--- src/rtl/seq_div_pkg.sv ---
// Shared constants for the sequential signed divider: default width and FSM encoding.
package seq_div_pkg;

  localparam int DEF_WIDTH = 4;

  typedef enum logic [1:0] {
    IDLE = 2'd0,
    CALC = 2'd1,
    FIX  = 2'd2
  } state_t;

endpackage

--- src/rtl/div_step.sv ---
// One restoring-division iteration: shift in the next dividend bit, trial-subtract the divisor.
module div_step #(
  parameter int WIDTH = 4
) (
  input  logic [WIDTH-1:0] rem,
  input  logic             in_bit,
  input  logic [WIDTH:0]   dsr,
  output logic [WIDTH-1:0] rem_next,
  output logic             q_bit
);

  logic [WIDTH:0]   shifted;
  logic [WIDTH-1:0] sub;

  assign shifted  = {rem, in_bit};
  assign q_bit    = (shifted >= dsr);
  // rem < dsr always holds, so a successful subtraction fits back in WIDTH bits
  assign sub      = WIDTH'(shifted - dsr);
  assign rem_next = q_bit ? sub : shifted[WIDTH-1:0];

endmodule

--- src/rtl/seq_div.sv ---
// Sequential signed divider: WIDTH restoring steps on magnitudes, then sign fix-up.
// The FIX state is the one-cycle done window; a new start is accepted there as well as in IDLE.
module seq_div
  import seq_div_pkg::*;
#(
  parameter int WIDTH = DEF_WIDTH
) (
  input  logic             clk,
  input  logic             rst,
  input  logic             start,
  input  logic [WIDTH-1:0] X,
  input  logic [WIDTH-1:0] Y,
  output logic             busy,
  output logic             done,
  output logic [WIDTH-1:0] Q,
  output logic [WIDTH-1:0] R,
  output logic             div_by_zero,
  output logic             overflow
);

  localparam int CW = $clog2(WIDTH + 1);

  state_t state, state_nx;
  logic   accept, last_step;

  logic [CW-1:0]    cnt;
  logic [WIDTH-1:0] rem, dvd;
  logic [WIDTH:0]   dsr;
  logic             sx, sy, ovf_pend;

  logic [WIDTH:0]   x_ext, y_ext, abs_y;
  logic [WIDTH-1:0] abs_x;
  logic             y_zero, ovf_case;

  logic [WIDTH-1:0] rem_nx, dvd_nx;
  logic             q_bit;

  assign x_ext    = {X[WIDTH-1], X};
  assign y_ext    = {Y[WIDTH-1], Y};
  // |most-negative| = 2^(WIDTH-1) still fits in WIDTH unsigned bits
  assign abs_x    = WIDTH'(X[WIDTH-1] ? -x_ext : x_ext);
  assign abs_y    = Y[WIDTH-1] ? -y_ext : y_ext;
  assign y_zero   = (Y == '0);
  assign ovf_case = (X == {1'b1, {(WIDTH-1){1'b0}}}) && (&Y);

  div_step #(.WIDTH(WIDTH)) u_step (
    .rem      (rem),
    .in_bit   (dvd[WIDTH-1]),
    .dsr      (dsr),
    .rem_next (rem_nx),
    .q_bit    (q_bit)
  );

  assign dvd_nx = {dvd[WIDTH-2:0], q_bit};

  always_ff @(posedge clk or posedge rst) begin
    if (rst) state <= IDLE;
    else     state <= state_nx;
  end

  always_comb begin
    state_nx  = state;
    busy      = 1'b0;
    done      = 1'b0;
    accept    = 1'b0;
    last_step = 1'b0;
    case (state)
      IDLE, FIX: begin
        done = (state == FIX);
        if (start) begin
          accept   = 1'b1;
          state_nx = y_zero ? FIX : CALC;
        end else begin
          state_nx = IDLE;
        end
      end
      CALC: begin
        busy = 1'b1;
        if (cnt == CW'(WIDTH - 1)) begin
          last_step = 1'b1;
          state_nx  = FIX;
        end
      end
      default: state_nx = IDLE;
    endcase
  end

  always_ff @(posedge clk or posedge rst) begin
    if (rst) begin
      cnt         <= '0;
      rem         <= '0;
      dvd         <= '0;
      dsr         <= '0;
      sx          <= 1'b0;
      sy          <= 1'b0;
      ovf_pend    <= 1'b0;
      Q           <= '0;
      R           <= '0;
      div_by_zero <= 1'b0;
      overflow    <= 1'b0;
    end else if (accept) begin
      sx       <= X[WIDTH-1];
      sy       <= Y[WIDTH-1];
      dvd      <= abs_x;
      dsr      <= abs_y;
      rem      <= '0;
      cnt      <= '0;
      ovf_pend <= ovf_case;
      // divide-by-zero skips the iterations and publishes immediately
      if (y_zero) begin
        Q           <= '1;
        R           <= X;
        div_by_zero <= 1'b1;
        overflow    <= 1'b0;
      end
    end else if (state == CALC) begin
      rem <= rem_nx;
      dvd <= dvd_nx;
      cnt <= cnt + 1'b1;
      if (last_step) begin
        Q           <= (sx ^ sy) ? -dvd_nx : dvd_nx;
        R           <= sx ? -rem_nx : rem_nx;
        div_by_zero <= 1'b0;
        overflow    <= ovf_pend;
      end
    end
  end

endmodule

--- config.mk ---
export PLATFORM = sky130hd
export DESIGN_NAME = seq_div
export DESIGN_NICKNAME = d
export VERILOG_FILES = /design/src/rtl/seq_div_pkg.sv /design/src/rtl/div_step.sv /design/src/rtl/seq_div.sv
export SDC_FILE = /design/constraint.sdc
export NUM_CORES = 1
export LEC_CHECK = 0
export ABC_AREA = 1
export ABC_CLOCK_PERIOD_IN_PS = 2400
export BUFFER_PORTS_ARGS = -buffer_cell sky130_fd_sc_hd__buf_2
export CORE_MARGIN = 2
export CORE_UTILIZATION = 57
export DETAILED_ROUTE_END_ITERATION = 6
export PLACE_DENSITY = 0.78
export SLEW_MARGIN = 20
export SYNTH_ARGS = -nofsm -noshare
export SYNTH_HDL_FRONTEND = slang
export SYNTH_SLANG_ARGS = --single-unit
--- constraint.sdc ---
create_clock -name clk -period 2.4 [get_ports clk]
set_input_delay 0.48 -clock clk [delete_from_list [all_inputs] [get_ports clk]]
set_output_delay 0.48 -clock clk [all_outputs]
set_load 0.01 [all_outputs]
# Word level (Yosys, flattened, before mapping)
# Index checks and enable logic that the tools add are counted.
dict set report totals {
  ff_bits 31
  input_bits 11
  output_inout_bits 12
  elab_cells 71
}
dict set report classes {
  addsub 6
  order_cmp 1
  n_eq_ne 6
  mux 37
  bitwise_logic 1
  n_reduce_logical 8
}
# op n
set ops {}
lappend ops {{$mux W4} 16}
lappend ops {{$mux W1} 14}
lappend ops {{$neg A4 Y4} 3}
lappend ops {{$mux W2} 3}
lappend ops {{$mux W3} 2}
lappend ops {{$ge A5 B5 Y1} 1}
lappend ops {{$mux W5} 1}
lappend ops {{$neg A5 Y5} 1}
lappend ops {{$eq A4 B4 Y1 const B} 1}
lappend ops {{$logic_not A4 Y1} 1}
lappend ops {{$pmux W2 S2} 1}
lappend ops {{$reduce_and A4 Y1} 1}
lappend ops {{$reduce_bool A2 Y1} 2}
lappend ops {{$sub A4 B4 Y4} 1}
lappend ops {{$add A3 B1 Y3 const B} 1}
lappend ops {{$eq A3 B2 Y1 const B} 1}
lappend ops {{$reduce_and A3 Y1} 1}
lappend ops {{$eq A2 B1 Y1 const B} 1}
lappend ops {{$eq A2 B2 Y1 const B} 1}
lappend ops {{$logic_not A2 Y1} 1}
lappend ops {{$ne A2 B1 Y1 const B} 1}
lappend ops {{$ne A2 B2 Y1 const B} 1}
lappend ops {{$reduce_or A2 Y1} 1}
lappend ops {{$logic_and A1 B1 Y1} 1}
lappend ops {{$xor A1 B1 Y1} 1}

# Logic depth before layout (Yosys ltp)
# Gate-level depths: netlist (run 1).
dict set report depth {
  word_depth 7
  ltp_mapped 16
  depth_no_buf 16
}

# Modules after synthesis
# A second synthesis (run 1) with hierarchy kept.
dict set report unflattened {
  hier_cells 234
  hier_area_um2 1858.0
}
# mod n_inst cells_per_inst area_each_um2 seq_area_each_um2
set modules_own_cells {}
lappend modules_own_cells {seq_div 1 182 1546.5 775.7}
lappend modules_own_cells {div_step 1 52 311.5 0.0}

# Least setup slack after synthesis (run 1)
# Ideal clock, no wire load.
dict set report synth_path {
  path_type {register to register}
  startpoint {register rem[1]}
  endpoint {register Q[1]}
  setup_ps 121
  arrival_ps 1684
  required_time_ps 2279
  slack_ps 595
  path_stages_with_launch 11
  n_path_buf 0
  period_less_slack_ps 1805
  path_cell_list {dfrtp_1 -> ha_1 -> a21oi_1 -> nand2_1 -> nand2_2 -> nand2_4 -> inv_1 -> ha_1 -> nand2_1 -> o21ai_0 -> o22a_1}
}
dict set report synth_between {
  elab_chain_cells 6
}
# element line_no
set synth_lines {}
lappend synth_lines {{start, declared} seq_div.sv:27} ;# logic [WIDTH-1:0] rem, dvd;
lappend synth_lines {{start signal, assigned} seq_div.sv:117} ;# rem <= rem_nx;
lappend synth_lines {{$ge A5 B5 Y1} div_step.sv:16} ;# assign q_bit = (shifted >= dsr);
lappend synth_lines {{$neg A4 Y4} seq_div.sv:121} ;# Q <= (sx ^ sy) ? -dvd_nx : dvd_nx;
lappend synth_lines {{$mux W4} seq_div.sv:121}
lappend synth_lines {{$mux W4} seq_div.sv:120} ;# if (last_step) begin
lappend synth_lines {{$mux W4} seq_div.sv:116} ;# end else if (state == CALC) begin
lappend synth_lines {{$mux W4} seq_div.sv:101} ;# end else if (accept) begin
lappend synth_lines {{end signal, assigned} seq_div.sv:121}
lappend synth_lines {{end, declared} seq_div.sv:15} ;# output logic [WIDTH-1:0] Q,
# Every way passes these cells. The select of a mux whose other input is x is not followed.
# A chain may end at the register's enable or synchronous reset.

# Worst setup path after layout (run 1)
# Ends and elaborated chain as after synthesis.

==> key figures, run 1 <==
Status
  – Run status: finished, final reports clean

Worst setup path
  – CP peak stage delay: 390 ps
  – Worst-path fanout max: 7
  – Crit path kind: flip-flop to flip-flop
  – Crit end category: flip-flop
  – Crit path arrival time: between 2000 and 2500 ps
  – RR Endpoint: Q[1]
  – FF-to-FF Start: rem[1]
  – Worst Setup Start Kind: flip-flop
  – CP max-delay cell: dfrtp_1
  – Reg2Reg Setup Slack: 400 ps
  – Crit-path cells: ha_1 > a21oi_1 > nand2_1 > nand2_2 > nand2_4 > inv_1 > ha_1 > nand2_1 > o21ai_0 > o22a_1
  – Worst Path Required: 2620 ps
  – Reg2reg path depth: 10

Final layout
  – Most frequent cells in the layout: 38 x nand2_1, 38 x inv_1, 31 x dfrtp_1
  – Share of cells above drive strength 1: 0.190
  – Area growth syn-to-layout: 10.7%
  – Fillers: 251
  – Nets: 255
  – Antenna cell count: 0
  – Non-Filler Instances: 264

Timing
  – Rel. slew slack: 0.645
  – Min Tclk post-route: 2000 ps
  – RSZ-0062 raised after global routing: no
  – Least-Margin Pin Slew: 532 ps
  – Final worst path period share: 0.834
  – FMAX: 499 MHz
  – WHS: 212 ps
  – Final number of setup-violating endpoints: 0
  – Fin. max-slew vios: 0
  – Final worst-path setup slack: 398 ps
  – Clock skew: 4.82 ps
  – Final Hold Vio Count: 0
  – Fin Setup TNS: 0 ps

Floorplan
  – Initial Util: 0.590
  – Die H: between 50 and 60 um
  – Io pins: 23
  – Die area: between 3000 and 4000 um^2
  – Cell Rows: 20
  – Core box area: 3000 um^2
  – Die X: 59.8 um

Place
  – IO buf count: 22
  – Inst Count DP: 258
  – Final Wtd Congestion: 0.957
  – Dpl hpwl: 2.64 mm
  – Pre-CTS WS: 420 ps

Clock tree
  – CTS Root Buffer Type: clkbuf_4
  – Cts hold-fix bufs: 0
  – Clock transition at path regs: 80 ps
  – CTS Buffer Depth: 2
  – Clk_lat worst skew: around 330 ps
  – CTS buffer count: 5
  – CTS tree: built
  – CTS-repair resized insts: 0
  – CTS H-tree lvls: 2
  – CTS Sinks: 31
  – Post-CTS setup buffer count: 0

GRT
  – Tot GR Track Use: 0.233
  – Vias in the first global route: 1371
  – Pin count of the biggest net entering global routing: 32
  – Initial antenna violation count: 0
  – First-pass GRT wire length: 6.05 mm
  – Grt total ovfl: 0

Power
  – P per Cell Area: 1520 nW/um^2
  – Tot Pwr: 2.98 mW
  – Leak: 1.03 nW
  – Worst VDD drop: 0.635 mV

Run
  – Max_cap viols: 0

Hold path
  – Worst min-delay path category: input port to async pin

Drt
  – Final wirelength: 3.50 mm
  – Residual DRC count: 0
  – Detail Route Antenna Nets: 0
  – TritonRoute pass-1 iters: 5
  – Drt initial violations: 62
  – Vias per inst: between 5 and 6
  – DR vias: between 1000 and 1500
  – Drt wl/cell: 13.3 um

Synthesis
  – Syn Nets: 228
  – Synth Cell Area: 1770 um^2
  – Yosys reg bits: 31
  – Synth warn: 0
  – Avg Inst Size Synth: ~8.6 um^2
  – Synthesized instance count: 205
  – Register area share after synthesis: 0.438
  – Yosys cell types: 31
through the flow:
stage / util / instance area [um^2]
floorplan: - / 1770
finish: 0.653 / 1960
detailed placement: 0.640 / 1920
global route: 0.653 / 1960
global placement: 0.640 / 1920
CTS: 0.653 / 1960
flip-flops by register name, indices dropped and copies added (netlist names), 2 cells and up:
register	count
state	2
Q	4
R	4
dvd	4
cnt	3
rem	4
dsr	5
cell usage after synthesis (all sizes together):
library cell / number / area share
dfrtp: 31 / 0.44
o41ai: 1 / 0.0049
o221ai: 4 / 0.020
a22o: 2 / 0.0099
fa: 1 / 0.011
nand2: 44 / 0.11
clkbuf: 2 / 0.0042
o21a: 1 / 0.0042
o32ai: 1 / 0.0049
ha: 11 / 0.078
o22ai: 7 / 0.025
xor2: 6 / 0.030
a21oi: 13 / 0.049
o211ai: 1 / 0.0042
o21ai: 13 / 0.039
nand3: 11 / 0.031
buf: 2 / 0.0056
nor2: 9 / 0.028
inv: 41 / 0.090
nor3: 1 / 0.0028
o22a: 2 / 0.0099
or2: 1 / 0.0035
cell type report:
cell class / count / area (um^2) / area share
clock buffers: 6 / 41.3 / 0.0210
well taps: 33 / 41.3 / 0.0210
repair buffers: 24 / 125 / 0.0638
inverters: 41 / 159 / 0.0810
flip-flops and latches: 31 / 776 / 0.395
multi-input cells: 129 / 820 / 0.418
worst max-delay path, delay by kind of cell, from the launching register on:
kind	cells	cell delay, ps
adder cells (fa/ha/maj)	2	570
flip-flops	1	390
buffers and inverters	1	110
AO/OA/AOI/OAI	3	460
AND/OR/NAND/NOR	4	360
worst max-delay path by stage:
| stage | slack, ps | startpoint | endpoint | cells after the start |
|---|---|---|---|---|
| after CTS | 390 | rem[1] | Q[1] | 10 |
| after global routing | 190 | rem[1] | Q[1] | 10 |
| after floorplan | 590 | rem[1] | Q[1] | 10 |
| after global placement | 410 | rem[1] | Q[1] | 10 |
| final | 400 | rem[1] | Q[1] | 10 |
| after detailed placement | 420 | rem[1] | Q[1] | 10 |
metal layers:
metal / global-route usage / wire length [um]
met5: 0 / 0
met1: 0.304 / 1640
met4: 0.0984 / 51
met3: 0.0714 / 132
met2: 0.359 / 1680
logic make-up after synthesis:
family | after synthesis | synth area share
buffers and inverters | 45 | 0.0996
AO/OA/AOI/OAI | 45 | 0.171
adder cells (fa/ha/maj) | 12 | 0.0890
flip-flops | 31 | 0.438
AND/OR/NAND/NOR | 66 | 0.173
XOR/XNOR | 6 | 0.0297
power by group:
| part | internal (mW) | switching [mW] | total [mW] |
|---|---|---|---|
| logic | 0.674 | 1.16 | 1.84 |
| registers | 0.748 | 0.123 | 0.871 |
| clock network | 0.104 | 0.164 | 0.268 |
Note: power is estimated with default switching activity, not from simulation.
==> run 2: changes to the inputs <==
--- a/config.mk
+++ b/config.mk
@@ -6,7 +6,7 @@
 export NUM_CORES = 1
 export LEC_CHECK = 0
 export ABC_AREA = 1
-export ABC_CLOCK_PERIOD_IN_PS = 2400
+export ABC_CLOCK_PERIOD_IN_PS = 1900
 export BUFFER_PORTS_ARGS = -buffer_cell sky130_fd_sc_hd__buf_2
 export CORE_MARGIN = 2
 export CORE_UTILIZATION = 57
==> constraint.sdc (replaced) <==
create_clock -name clk -period 1.9 [get_ports clk]
set_input_delay 0.38 -clock clk [delete_from_list [all_inputs] [get_ports clk]]
set_output_delay 0.38 -clock clk [all_outputs]
set_load 0.01 [all_outputs]
==> run 2 against run 1 <==
Sequential share of layout area is 4.8 points lower. Critical path depth increased by 3. Clock skew grew 9.2 ps.
==> key figures, run 2 (synthesized netlist as in run 1, its figures left out) <==
Power
  – P per Cell Area: 2170 nW/um^2 (+43%)
  – Sw Share: 0.464 (-0.0235)
  – Worst VDD drop: 0.984 mV (+55%)
  – Internal Pwr Total: 2.60 mW (+70%)
  – Combinational Power Share: 0.666 (+0.049)
  – Flop pwr share: 0.232 (-0.061)
  – Leak: 1.14 nW (+11%)
  – NetSw: 2.25 mW (+55%)
  – Tot Pwr: 4.85 mW (+63%)
  – Clock power share: 0.102 (+0.012)

Final layout
  – Top reg by flops: dsr
  – Area growth syn-to-layout: 26.1%
  – Post-route cell area: 2230 um^2 (+14%)
  – Most frequent cells in the layout: 33 x nand2_1, 32 x inv_1, 31 x dfrtp_1
  – Nets: 272 (+6.7%)
  – Non-Filler Instances: 282 (+6.8%)
  – Commonest non-fill, non-tap cell in the layout: nand2_1
  – Max reg flops: 5 (unchanged)
  – Share of cells above drive strength 1: 0.337 (+0.147)
  – Antenna cell count: 0 (unchanged)

Timing
  – Least-Margin Pin Slew: 546 ps (+14.3 ps)
  – RSZ-0062 raised after global routing: yes
  – FMAX: 534 MHz (+7.0%)
  – Min Tclk post-route: 1870 ps (-131 ps)
  – Final number of setup-violating endpoints: 0 (unchanged)
  – Clock skew: 14.0 ps (+9.16 ps)
  – Final Hold Vio Count: 0 (unchanged)
  – Final worst path period share: 0.985 (+0.151)
  – Fin. max-slew vios: 0 (unchanged)
  – Rel. slew slack: 0.636 (-0.00955)
  – WHS: 98.7 ps (-113 ps)

Drt
  – Residual DRC count: 0 (unchanged)
  – Drt wl/cell: 14.0 um (+5.7%)
  – TritonRoute pass-1 iters: 4 (-1)
  – Detail Route Antenna Nets: 0 (unchanged)
  – Drt initial violations: 43 (-31%)
  – Vias per inst: 5.31 (-0.54%)
  – Final wirelength: 3.95 mm (+13%)
  – DR vias: 1498 (+6.2%)

Floorplan
  – Core box area: 3000 um^2 (unchanged)
  – Die H: 59.8 um (unchanged)
  – Initial Util: 0.590 (unchanged)
  – Io pins: 23 (unchanged)
  – Die X: 59.8 um (unchanged)
  – Cell Rows: 20 (unchanged)
  – Die area: 3570 um^2 (unchanged)

Worst setup path
  – Crit path kind: flip-flop to flip-flop
  – Crit path arrival time: 2110 ps (-120 ps)
  – FF-to-FF Start: rem[1]
  – Critical Path Source: rem[1]
  – Crit end category: flip-flop
  – Worst Path Required: 2140 ps (-480 ps)
  – Worst-path fanout max: 6 (-1)
  – Worst Setup Start Kind: flip-flop

Clock tree
  – CTS H-tree lvls: 2 (unchanged)
  – CTS buffer count: 5 (unchanged)
  – Clk_lat worst skew: 340 ps (about the same)
  – Clock transition at path regs: 100 ps (+20 ps)
  – CTS Buffer Depth: 2 (unchanged)
  – CTS Sinks: 31 (unchanged)
  – Cts hold-fix bufs: 0 (unchanged)
  – CTS tree: built
  – CTS Root Buffer Type: clkbuf_4

Place
  – Dpl hpwl: 2.70 mm (+2.3%)
  – IO buf count: 22 (unchanged)
  – Placed Area: 1950 um^2 (+1.6%)
  – Inst Count DP: 262 (+1.6%)
  – Final Wtd Congestion: 0.872 (-8.9%)

GRT
  – First-pass GRT wire length: 6.40 mm (+5.7%)
  – Tot GR Track Use: 0.246 (+0.0125)
  – Pin count of the biggest net entering global routing: 32 (unchanged)
  – Grt total ovfl: 0 (unchanged)
  – Vias in the first global route: 1470 (+7.2%)
  – Initial antenna violation count: 0 (unchanged)

Status
  – Run status: finished, final reports clean

Hold path
  – Worst min-delay path category: input port to async pin

Run
  – Max_cap viols: 0 (unchanged)
-- run 2: power groups by stage --
stage | clock, mW | combinational (mW) | sequential [mW]
after floorplan | 0 | 1.78 | 1.12
after global placement | 0 | 2.32 | 1.11
after detailed placement | 0 | 2.37 | 1.12
after CTS | 0.507 | 2.53 | 1.11
after global routing | 0.533 | 3.60 | 1.15
final | 0.496 | 3.23 | 1.12
-- run 2: layout make-up --
cell class                      instances  area (um^2)
Multi-Input combinational cell        129          932
Timing Repair Buffer                   41          253
Clock inverter                          1         30.0
Clock buffer                            6         41.3
Fill cell                             237          768
Sequential cell                        31          776
Tap cell                               33         41.3
Inverter                               41          161
-- run 2: per-layer routing --
metal  vias to the layer above  global-route usage  share of wire
li1                        760                   -              -
met1                       681               0.313           0.44
met2                        49               0.394           0.49
met3                         8              0.0584          0.056
met4                         0               0.111          0.020
met5                         -                   0              0
-- run 2: worst max-delay path, cell delays in order, from the launching register on --
cell     delay [ps]
dfrtp_1         420
ha_4            320
nand2_4          50
inv_2            40
nand2_1          40
nand2_1          60
nand2_2          80
nand2_4         100
inv_4            40
ha_4            150
inv_2            50
nand2_2          50
xor2_1          180
o22a_1          210
-- run 2: worst paths after layout --
path                       endpoint  slack (ps)  cells past startpoint
setup / recovery               Q[2]          30                     13
hold / removal                 Q[2]         100                      3
setup reg to reg               Q[2]          30                     13
hold reg to reg              cnt[0]         480                      1
max in group asynchronous    rem[3]        1490                      3
min in group clk           ovf_pend         280                      2
-- run 2: stage by stage --
step / util / setup slack [ps] / TNS (ps)
after detailed placement: 0.650 / -34.4 / -55.3
after global placement: 0.650 / -33.4 / -59.1
after global routing: 0.744 / -74.0 / -262
final: 0.744 / 28.9 / 0
after CTS: 0.689 / 12.4 / 0
after floorplan: - / 94.5 / 0
-- run 2: repair_timing --
| action | in CTS | in global routing |
|---|---|---|
| pin swaps | 0 | 10 |
| setup buffers | 4 | 9 |
| resized for setup | 3 | 27 |
| setup endpoints to repair | 4 | 7 |
